## src/rtl/aes_key_expand_iter.sv

```systemverilog
// Iterative AES-128 key schedule.
// Latches one cipher key and presents round keys 0..NUM_ROUNDS on a
// valid/ready interface, deriving each next key from the current one in a
// single cycle. Keys use [0:127] ordering: byte 0 occupies bits 0..7.
module aes_key_expand_iter #(
   parameter int NUM_ROUNDS = 10
) (
   input  logic         clk,
   input  logic         reset,
   input  logic [0:127] key_in,
   input  logic         start,
   input  logic         abort,
   input  logic         key_ready,
   output logic [0:127] key_round,
   output logic         key_valid,
   output logic [3:0]   round_idx,
   output logic         busy,
   output logic         done
);

   localparam logic [3:0] LAST_IDX = 4'(NUM_ROUNDS);

   typedef enum logic [0:0] {
      ST_IDLE = 1'b0,
      ST_EMIT = 1'b1
   } state_t;

   // GF(2^8) multiply modulo the AES polynomial x^8+x^4+x^3+x+1.
   function automatic logic [7:0] gf_mul(input logic [7:0] a, input logic [7:0] b);
      logic [7:0] p;
      logic [7:0] x;
      p = 8'h00;
      x = a;
      for (int i = 0; i < 8; i++) begin
         p = b[i] ? (p ^ x) : p;
         x = x[7] ? ({x[6:0], 1'b0} ^ 8'h1b) : {x[6:0], 1'b0};
      end
      return p;
   endfunction

   // Multiplicative inverse as a^254; zero maps to zero as AES requires.
   function automatic logic [7:0] gf_inv(input logic [7:0] a);
      logic [7:0] a2;
      logic [7:0] a3;
      logic [7:0] a12;
      logic [7:0] a15;
      logic [7:0] a240;
      a2   = gf_mul(a, a);
      a3   = gf_mul(a2, a);
      a12  = gf_mul(gf_mul(a3, a3), gf_mul(a3, a3));
      a15  = gf_mul(a12, a3);
      a240 = gf_mul(a15, a15);
      a240 = gf_mul(a240, a240);
      a240 = gf_mul(a240, a240);
      a240 = gf_mul(a240, a240);
      return gf_mul(gf_mul(a240, a12), a2);
   endfunction

   // AES S-box: field inverse followed by the affine transform.
   function automatic logic [7:0] sbox_byte(input logic [7:0] a);
      logic [7:0] v;
      v = gf_inv(a);
      return v ^ {v[6:0], v[7]} ^ {v[5:0], v[7:6]} ^ {v[4:0], v[7:5]} ^
             {v[3:0], v[7:4]} ^ 8'h63;
   endfunction

   // Round constant for the key that is about to be produced.
   function automatic logic [7:0] rcon_byte(input logic [3:0] idx);
      logic [7:0] r;
      case (idx)
         4'd1:    r = 8'h01;
         4'd2:    r = 8'h02;
         4'd3:    r = 8'h04;
         4'd4:    r = 8'h08;
         4'd5:    r = 8'h10;
         4'd6:    r = 8'h20;
         4'd7:    r = 8'h40;
         4'd8:    r = 8'h80;
         4'd9:    r = 8'h1b;
         4'd10:   r = 8'h36;
         default: r = 8'h00;
      endcase
      return r;
   endfunction

   state_t       state_r;
   state_t       state_nx_s;
   logic [0:127] key_r;
   logic [0:127] key_nx_s;
   logic [3:0]   idx_r;
   logic [3:0]   idx_nx_s;
   logic         valid_r;
   logic         valid_nx_s;
   logic         busy_r;
   logic         busy_nx_s;
   logic         done_r;
   logic         done_nx_s;

   logic [7:0]   rcon_s;
   logic [0:31]  w0_s;
   logic [0:31]  w1_s;
   logic [0:31]  w2_s;
   logic [0:31]  w3_s;
   logic [0:31]  rot_s;
   logic [0:31]  t_s;
   logic [0:31]  n0_s;
   logic [0:31]  n1_s;
   logic [0:31]  n2_s;
   logic [0:31]  n3_s;
   logic [0:127] next_key_s;

   // Derive the following round key from the registered one (no extra latency).
   always_comb begin
      rcon_s     = rcon_byte(idx_r + 4'd1);
      w0_s       = key_r[0:31];
      w1_s       = key_r[32:63];
      w2_s       = key_r[64:95];
      w3_s       = key_r[96:127];
      rot_s      = {w3_s[8:31], w3_s[0:7]};
      t_s        = {sbox_byte(rot_s[0:7]) ^ rcon_s, sbox_byte(rot_s[8:15]),
                    sbox_byte(rot_s[16:23]), sbox_byte(rot_s[24:31])};
      n0_s       = w0_s ^ t_s;
      n1_s       = w1_s ^ n0_s;
      n2_s       = w2_s ^ n1_s;
      n3_s       = w3_s ^ n2_s;
      next_key_s = {n0_s, n1_s, n2_s, n3_s};
   end

   // Next-state and next-output decode; abort overrides everything else.
   always_comb begin
      state_nx_s = state_r;
      key_nx_s   = key_r;
      idx_nx_s   = idx_r;
      valid_nx_s = valid_r;
      busy_nx_s  = busy_r;
      done_nx_s  = 1'b0;
      if (abort) begin
         state_nx_s = ST_IDLE;
         valid_nx_s = 1'b0;
         busy_nx_s  = 1'b0;
      end else begin
         case (state_r)
            ST_IDLE: begin
               if (start) begin
                  state_nx_s = ST_EMIT;
                  key_nx_s   = key_in;
                  idx_nx_s   = 4'd0;
                  valid_nx_s = 1'b1;
                  busy_nx_s  = 1'b1;
               end else begin
                  state_nx_s = ST_IDLE;
               end
            end
            ST_EMIT: begin
               if (valid_r && key_ready) begin
                  if (idx_r < LAST_IDX) begin
                     key_nx_s = next_key_s;
                     idx_nx_s = idx_r + 4'd1;
                  end else begin
                     state_nx_s = ST_IDLE;
                     valid_nx_s = 1'b0;
                     busy_nx_s  = 1'b0;
                     done_nx_s  = 1'b1;
                  end
               end else begin
                  state_nx_s = ST_EMIT;
               end
            end
            default: begin
               state_nx_s = ST_IDLE;
               valid_nx_s = 1'b0;
               busy_nx_s  = 1'b0;
            end
         endcase
      end
   end

   // State and output registers with asynchronous active-low clear.
   always_ff @(posedge clk or negedge reset) begin
      if (!reset) begin
         state_r <= ST_IDLE;
         key_r   <= 128'h0;
         idx_r   <= 4'd0;
         valid_r <= 1'b0;
         busy_r  <= 1'b0;
         done_r  <= 1'b0;
      end else begin
         state_r <= state_nx_s;
         key_r   <= key_nx_s;
         idx_r   <= idx_nx_s;
         valid_r <= valid_nx_s;
         busy_r  <= busy_nx_s;
         done_r  <= done_nx_s;
      end
   end

   assign key_round = key_r;
   assign round_idx = idx_r;
   assign key_valid = valid_r;
   assign busy      = busy_r;
   assign done      = done_r;

endmodule

```

## config.mk

```make
export PLATFORM = sky130hd
export DESIGN_NAME = aes_key_expand_iter
export DESIGN_NICKNAME = d
export VERILOG_FILES = /design/src/rtl/aes_key_expand_iter.sv
export SDC_FILE = /design/constraint.sdc
export NUM_CORES = 2
export LEC_CHECK = 0
export CELL_PAD_IN_SITES_DETAIL_PLACEMENT = 2
export CELL_PAD_IN_SITES_GLOBAL_PLACEMENT = 2
export CORE_MARGIN = 2
export CORE_UTILIZATION = 43
export CTS_BUF_LIST = sky130_fd_sc_hd__clkbuf_4
export DETAILED_ROUTE_END_ITERATION = 7
export PLACE_DENSITY_LB_ADDON = 0.1
export SLEW_MARGIN = 20
export SYNTH_ARGS = -nofsm -noshare
export SYNTH_HDL_FRONTEND = slang
export SYNTH_SLANG_ARGS = --single-unit
```

## constraint.sdc

```tcl
create_clock -name clk -period 57 [get_ports clk]
set_clock_uncertainty 0.15 [all_clocks]
set_input_delay 11.4 -clock clk [delete_from_list [all_inputs] [get_ports clk]]
set_output_delay 11.4 -clock clk [all_outputs]
set_load 0.01 [all_outputs]
```

# Word level (Yosys, flattened, before mapping)
# Memory sizes are Yosys's and may differ from the RTL's.
# Cells that the tools add are included.
dict set report totals {
  output_inout_bits 135
  n_memories 1
  reg_bits 135
  mem_bits_ro 128
  elab_cells 1342
}
# memory depth width read_ports rd_ports_with_merged_regs wr line_no
set memory_table {}
lappend memory_table {{(no name shown)} 16 8 1 0 0 70} ;# case (idx)
dict set report op_classes {
  n_eq_ne 6
  n_reduce_logical 3
  order_cmp 1
  n_bitwise 643
  add_sub_neg 1
  muxes 682
}
# op n
set op_table {}
lappend op_table {{8-bit two-way mux} 352}
lappend op_table {{8-bit bitwise XOR} 325}
lappend op_table {{5-bit two-way mux} 308}
lappend op_table {{4-bit inverter} 312}
lappend op_table {{128-bit two-way mux} 3}
lappend op_table {{128-bit case mux with 2 select lines} 1}
lappend op_table {{32-bit bitwise XOR} 4}
lappend op_table {{1-bit two-way mux} 12}
lappend op_table {{4-bit two-way mux} 3}
lappend op_table {{4-bit case mux with 2 select lines} 1}
lappend op_table {{3-bit inequality test (second input constant)} 2}
lappend op_table {{4-bit by 1-bit adder with 4-bit output (second input constant)} 1}
lappend op_table {{4-bit less-than comparator (second input constant)} 1}
lappend op_table {{2-bit by 1-bit inequality test with 1-bit output (second input constant)} 2}
lappend op_table {{1-bit case mux with 2 select lines} 2}
lappend op_table {{4-bit AND reduction} 1}
lappend op_table {{3-bit by 2-bit inequality test with 1-bit output (second input constant)} 1}
lappend op_table {{3-bit AND reduction} 1}
lappend op_table {{2-bit inequality test (second input constant)} 1}
lappend op_table {{1-bit inverter} 2}
lappend op_table {{1-bit logical AND} 1}

# Longest topological paths before layout
dict set report logic_depth {
  word_depth 189
  depth_mapped 80
  depth_no_buf 68
}

# Least setup slack after synthesis
# OpenSTA, ideal clock, no wires.
dict set report synth_path {
  kind {register to register}
  startpoint {register key_r (netlist bit key_round[111])}
  endpoint {register key_r (netlist bit key_round[101])}
  t_required_ns 56.724
  stages_incl_launch_ff 75
  arrival_time_ns 18.660
  path_slack_ns 38.064
  cell_sequence {dfrtp_1 ha_1 xnor2_1 mux2i_1 xor2_1 xnor2_2 xor2_2 buf_4 nor2_1 o21ai_1 a211o_1 and3_1 nor2_2 inv_2 buf_4 buf_2 ha_1 xnor2_1 (+39 left out) xnor2_1 xnor2_1 xnor3_1 xnor2_2 xnor2_1 nor3_1 a311oi_1 xnor3_1 xnor2_2 nor2_1 xnor3_1 xnor3_1 xnor3_1 xor2_1 xnor3_1 xnor2_1 nor4_1 a311o_1}
}
dict set report synth_between {
  elab_chain_len 178
}
# element line_no
set synth_rtl {}
lappend synth_rtl {{start: declaration} 88} ;# logic [0:127] key_r;
lappend synth_rtl {{start signal: assignment} 189} ;# key_r <= key_nx_s;
lappend synth_rtl {{4-bit inverter (no source line) or 8-bit two-way mux (tied branches)} --}
lappend synth_rtl {{5-bit two-way mux or 8-bit bitwise XOR (tied branches)} {36, 35}}
lappend synth_rtl {{8-bit bitwise XOR or 8-bit two-way mux (tied branches)} 35} ;# p = b[i] ? (p ^ x) : p;
lappend synth_rtl {{8-bit two-way mux or 8-bit bitwise XOR (tied branches)} 35}
lappend synth_rtl {{8-bit bitwise XOR or 8-bit two-way mux (tied branches)} 35}
lappend synth_rtl {{8-bit two-way mux or 8-bit bitwise XOR (tied branches)} 35}
lappend synth_rtl {{8-bit bitwise XOR or 8-bit two-way mux (tied branches)} 35}
lappend synth_rtl {{8-bit two-way mux or 8-bit bitwise XOR (tied branches)} 35}
lappend synth_rtl {{(+162 left out)} --}
lappend synth_rtl {{8-bit bitwise XOR (*)} 120} ;# t_s = {sbox_byte(rot_s[0:7]) ^ rcon_s, sbox_byte(rot_s[8:15]),
lappend synth_rtl {{32-bit bitwise XOR (*)} 122} ;# n0_s = w0_s ^ t_s;
lappend synth_rtl {{32-bit bitwise XOR (*)} 123} ;# n1_s = w1_s ^ n0_s;
lappend synth_rtl {{32-bit bitwise XOR (*)} 124} ;# n2_s = w2_s ^ n1_s;
lappend synth_rtl {{32-bit bitwise XOR (*)} 125} ;# n3_s = w3_s ^ n2_s;
lappend synth_rtl {{128-bit two-way mux (*)} 156} ;# if (idx_r < LAST_IDX) begin
lappend synth_rtl {{128-bit two-way mux (*)} 155} ;# if (valid_r && key_ready) begin
lappend synth_rtl {{128-bit case mux with 2 select lines (*)} 142} ;# case (state_r)
# Every way passes the cells marked *; elsewhere a longest branch is shown, timed or not. The select of a mux whose other input is x is not followed.
# A chain may end at the register's enable or synchronous reset.

# Final worst setup path
dict set report layout_path {
  startpoint {register key_r (netlist bit key_round[119])}
  endpoint {register key_r (netlist bit key_round[105])}
}
dict set report layout_between {
  elab_chain_len 179
}
# element line_no
set layout_rtl {}
lappend layout_rtl {{4-bit inverter (no source line) or 8-bit two-way mux (tied branches)} --}
lappend layout_rtl {{5-bit two-way mux or 8-bit bitwise XOR (tied branches)} {36, 35}}
lappend layout_rtl {{8-bit bitwise XOR or 8-bit two-way mux (tied branches)} 35}
lappend layout_rtl {{8-bit two-way mux or 8-bit bitwise XOR (tied branches)} 35}
lappend layout_rtl {{8-bit bitwise XOR or 8-bit two-way mux (tied branches)} 35}
lappend layout_rtl {{8-bit two-way mux or 8-bit bitwise XOR (tied branches)} 35}
lappend layout_rtl {{8-bit bitwise XOR or 8-bit two-way mux (tied branches)} 35}
lappend layout_rtl {{8-bit two-way mux or 8-bit bitwise XOR (tied branches)} 35}
lappend layout_rtl {{(+163 left out)} --}
lappend layout_rtl {{4-bit inverter (no source line) (*)} --}
lappend layout_rtl {{32-bit bitwise XOR (*)} 122}
lappend layout_rtl {{32-bit bitwise XOR (*)} 123}
lappend layout_rtl {{32-bit bitwise XOR (*)} 124}
lappend layout_rtl {{32-bit bitwise XOR (*)} 125}
lappend layout_rtl {{128-bit two-way mux (*)} 156}
lappend layout_rtl {{128-bit two-way mux (*)} 155}
lappend layout_rtl {{128-bit case mux with 2 select lines (*)} 142}
# Marks and branches as above.

==> metrics.log <==
INFO  metric globalRouteMet2Util = 54.9%
INFO  metric relSlewSlack = 24.4%
INFO  metric clock_tree_from_tritoncts = built
INFO  metric grt.met1_usage = 41.9%
INFO  metric die_width = 363 microns
INFO  metric antenna_violating_nets_post_route = 0
INFO  metric die_h = 363 microns
INFO  metric via_count = 51,300
INFO  metric postCtsSetupBuffers = 0
INFO  metric timing.critical_path.fanout_max = 24
INFO  metric post_synth_inst_count = 6,714
INFO  metric synthDominantCellAreaShare = 18.2%
INFO  metric synth_compound_area_share = 15.8%
INFO  metric critPathKind = flop to flop
INFO  metric cts_hold_buffers = 0
INFO  metric global_route.peak_usage_layer = met2
INFO  metric drc = 0
INFO  metric critPathArrivalTime = 24,420 ps
INFO  metric postSynth.asyncResetShare = 100%
INFO  metric synthToLayoutAreaGrowth = 7.33%
INFO  metric filler_cell_count = 14,400
INFO  metric globalRouteMet3Util = 2.23%
INFO  metric core_box_area = 128,000 sq um
INFO  metric worst_ep_required_time = 57,390 ps
INFO  metric netlist-cell-type-count = 145
INFO  metric status = completed
INFO  metric final_max_slew_viol_count = 0
INFO  metric adder_cell_area_share_of_the_yosys_netlist = 0.745%
INFO  metric number_of_buffers_on_the_longest_clock_path = 2
INFO  metric start_util = 43.4%
INFO  metric synth_area_per_cell = 8.25 sq um
INFO  metric synth_top_flop_cell = dfrtp_1
INFO  metric final-hold-violation-count = 0
INFO  metric postSynthNetCount = 6,880
INFO  metric worst_slew_pin_slew = 1130 ps
INFO  metric port_buffers = 267
INFO  metric synthMuxAreaShare = 4.99%
INFO  metric rsz0062_at_grt = no
INFO  metric sinks_on_the_clock_net = 135
INFO  metric largest_family_of_logic_cells_by_synthesized_area = XOR/XNOR gates
INFO  metric finalWirelength = 214 mm
INFO  metric synth_area_leader_cell = xnor2_1
INFO  metric path_common_cell = xnor2_1
INFO  metric post_route_cells_drive_above_1_share = 9.74%
INFO  metric timing.critical_path.from_type = flop
INFO  metric synthSimpleGateAreaFrac = 19.1%
INFO  metric seq_area = 3380 sq um
INFO  metric grt_max_degree = 167
INFO  metric setup_viol = 0
INFO  metric critPathCaptureType = flop
INFO  metric yosys-top-cells-area = xnor2_1 (18%), xnor3_1 (13%), xor2_1 (6.4%)
INFO  metric gpl.final_weighted_congestion = 0.918
INFO  metric grt_pass1_vias = 54,700
INFO  metric upper_clock_frequency_limit = 0.0416 GHz
INFO  metric worst_path_largest_cell_delay = 910 ps
INFO  metric synth-xor-area-share = 47.6%
INFO  metric multi_input_area = 49,100 sq um
INFO  metric dp.final_hpwl = 163 mm
INFO  metric cts.repair.resized = 0
INFO  metric overflow = 0
INFO  metric holdCritPathClass = flop to flop
INFO  metric maxCapViolCount = 0
INFO  metric drt-wirelength-per-cell = 25.4 microns
INFO  metric yosysWarnings = 0
INFO  metric design.final.nets = 6,889
INFO  metric num_rows = 131
INFO  metric synth-seq-area-share = 6.10%
INFO  metric synth_edf_count = 0
INFO  metric gr-usage-all-layers = 31.5%
INFO  metric timing.critical_path.buf_inv = 7
INFO  metric clock_latency = 640 ps
INFO  metric min_period_over_period = 42.2%
INFO  metric cp_top_family = XOR/XNOR gates
INFO  metric post_synth_instance_area = 55,400 sq um
INFO  metric ctsRootBufferMaster = clkbuf_4
INFO  metric final_period_minus_worst_setup_slack = 24,030 ps
INFO  metric drt_iter0_drc = 3,254
INFO  metric tritoncts.num_buffers = 17
INFO  metric cts.clk_slew.worst_paths = 160 ps
INFO  metric ioPinCount = 268
INFO  metric die_area = 132,000 sq um
INFO  metric wire_length_of_the_first_global_routing_pass = 332 mm
INFO  metric cts_htree_levels = 4
INFO  metric vias_per_cell = 6.09
INFO  metric cpMaxStageDelayCell = dfrtp_1
INFO  metric yosys_register_bits = 135
INFO  metric drtPass1Iterations = 8
INFO  metric tns = 0 ps
INFO  metric antenna_found_initial = 25
==> routing by layer <==
layer / part of all wire (%) / vias to the layer above
met1: 44 / 26400
met2: 49 / 1175
met3: 3.9 / 258
li1: - / 23400
met5: 0.012 / -
met4: 2.6 / 4
==> Yosys cell counts (106+ instances only) <==
cell type	number
a21oi_1	306
buf_2	106
clkbuf_1	232
dfrtp_1	135
mux2i_1	230
nand2_1	697
nand3_1	203
nor2_1	726
nor3_1	152
o21ai_0	216
xnor2_1	1154
xnor3_1	330
xor2_1	402
==> area by class of cell <==
class,instances,share of cell area [%]
multi-input combinational,5993,82.6
timing repair buffer,458,6.93
sequential,135,5.69
tap,1662,3.50
inverter,118,0.747
clock buffer,19,0.240
clock inverter,12,0.217
antenna,17,0.0715
==> stage by stage <==
stage	util, %	cells	setup WS, ps	hold slack [ps]	cell area [sq um]
after global routing	46.6	8411	31430	454	59500
after floorplan	-	6714	38060	385	55400
after detailed placement	46.3	8366	33020	381	59100
after CTS	46.5	8397	33040	425	59400
after global placement	46.3	8366	33850	360	59100
final	46.6	8414	32970	423	59500
==> registers in the layout, indices dropped and copies added (netlist names) <==
register / cells
key_round: 128
round_idx: 4
busy: 1
done: 1
state_r: 1
==> worst register-to-register path: cells and delay by family (launching register included) <==
kind	cells	cell delay, ps
xor+xnor	30	12570
simple gates	13	3350
fa+ha+maj	6	2620
buf+inv	7	1760
compound gates	6	1730
flops	1	910
mux	3	870
==> cell families after synthesis <==
family | count (synthesis)
AND/OR/NAND/NOR | 2283
XOR/XNOR | 2148
AO/OA/AOI/OAI | 1259
buffers and inverters | 586
multiplexers | 270
flip-flops | 135
adder cells (fa/ha/maj) | 33
==> cell usage in the layout, fill, tap and decap left out, types with 20 or more instances in the layout <==
master           instances
a211oi_1                53
a21oi_1                305
a221oi_1                24
a22oi_1                 56
a31oi_1                 34
and2_1                  34
and3_1                  59
buf_4                  190
clkdlybuf4s50_1        266
dfrtp_1                134
ha_1                    33
inv_1                   85
mux2_2                  38
mux2i_1                230
nand2_1                696
nand2b_1                60
nand3_1                203
nand3b_1                24
nand4_1                 29
nand4b_1                23
nor2_1                 726
nor2b_1                 50
nor3_1                 152
nor4_1                  30
o211ai_1                64
o21a_1                  23
o21ai_0                216
o21ai_1                 31
o221ai_1                26
o22ai_1                 98
o31ai_1                 20
or3_1                   67
xnor2_1               1136
xnor2_2                114
xnor3_1                330
xnor3_2                 43
xor2_1                 398
xor2_2                  41
xor3_1                  43
==> final timing paths <==
check / slack (ps) / depth (start not counted) / end / start
worst max-delay path: 32970 / 65 / key_round[105]$_DFFE_PN0P_ / key_round[119]$_DFFE_PN0P_
worst min-delay path: 420 / 2 / key_round[88]$_DFFE_PN0P_ / key_round[88]$_DFFE_PN0P_
worst max register to register: 32970 / 65 / key_round[105]$_DFFE_PN0P_ / key_round[119]$_DFFE_PN0P_
worst min register to register: 420 / 2 / key_round[88]$_DFFE_PN0P_ / key_round[88]$_DFFE_PN0P_
max in group asynchronous: 44560 / 2 / key_round[45]$_DFFE_PN0P_ / reset
min in group asynchronous: 10720 / 1 / key_round[92]$_DFFE_PN0P_ / reset
Power is not shown: default switching activity piles up to over one toggle a cycle in this logic, so the estimate is an artifact.
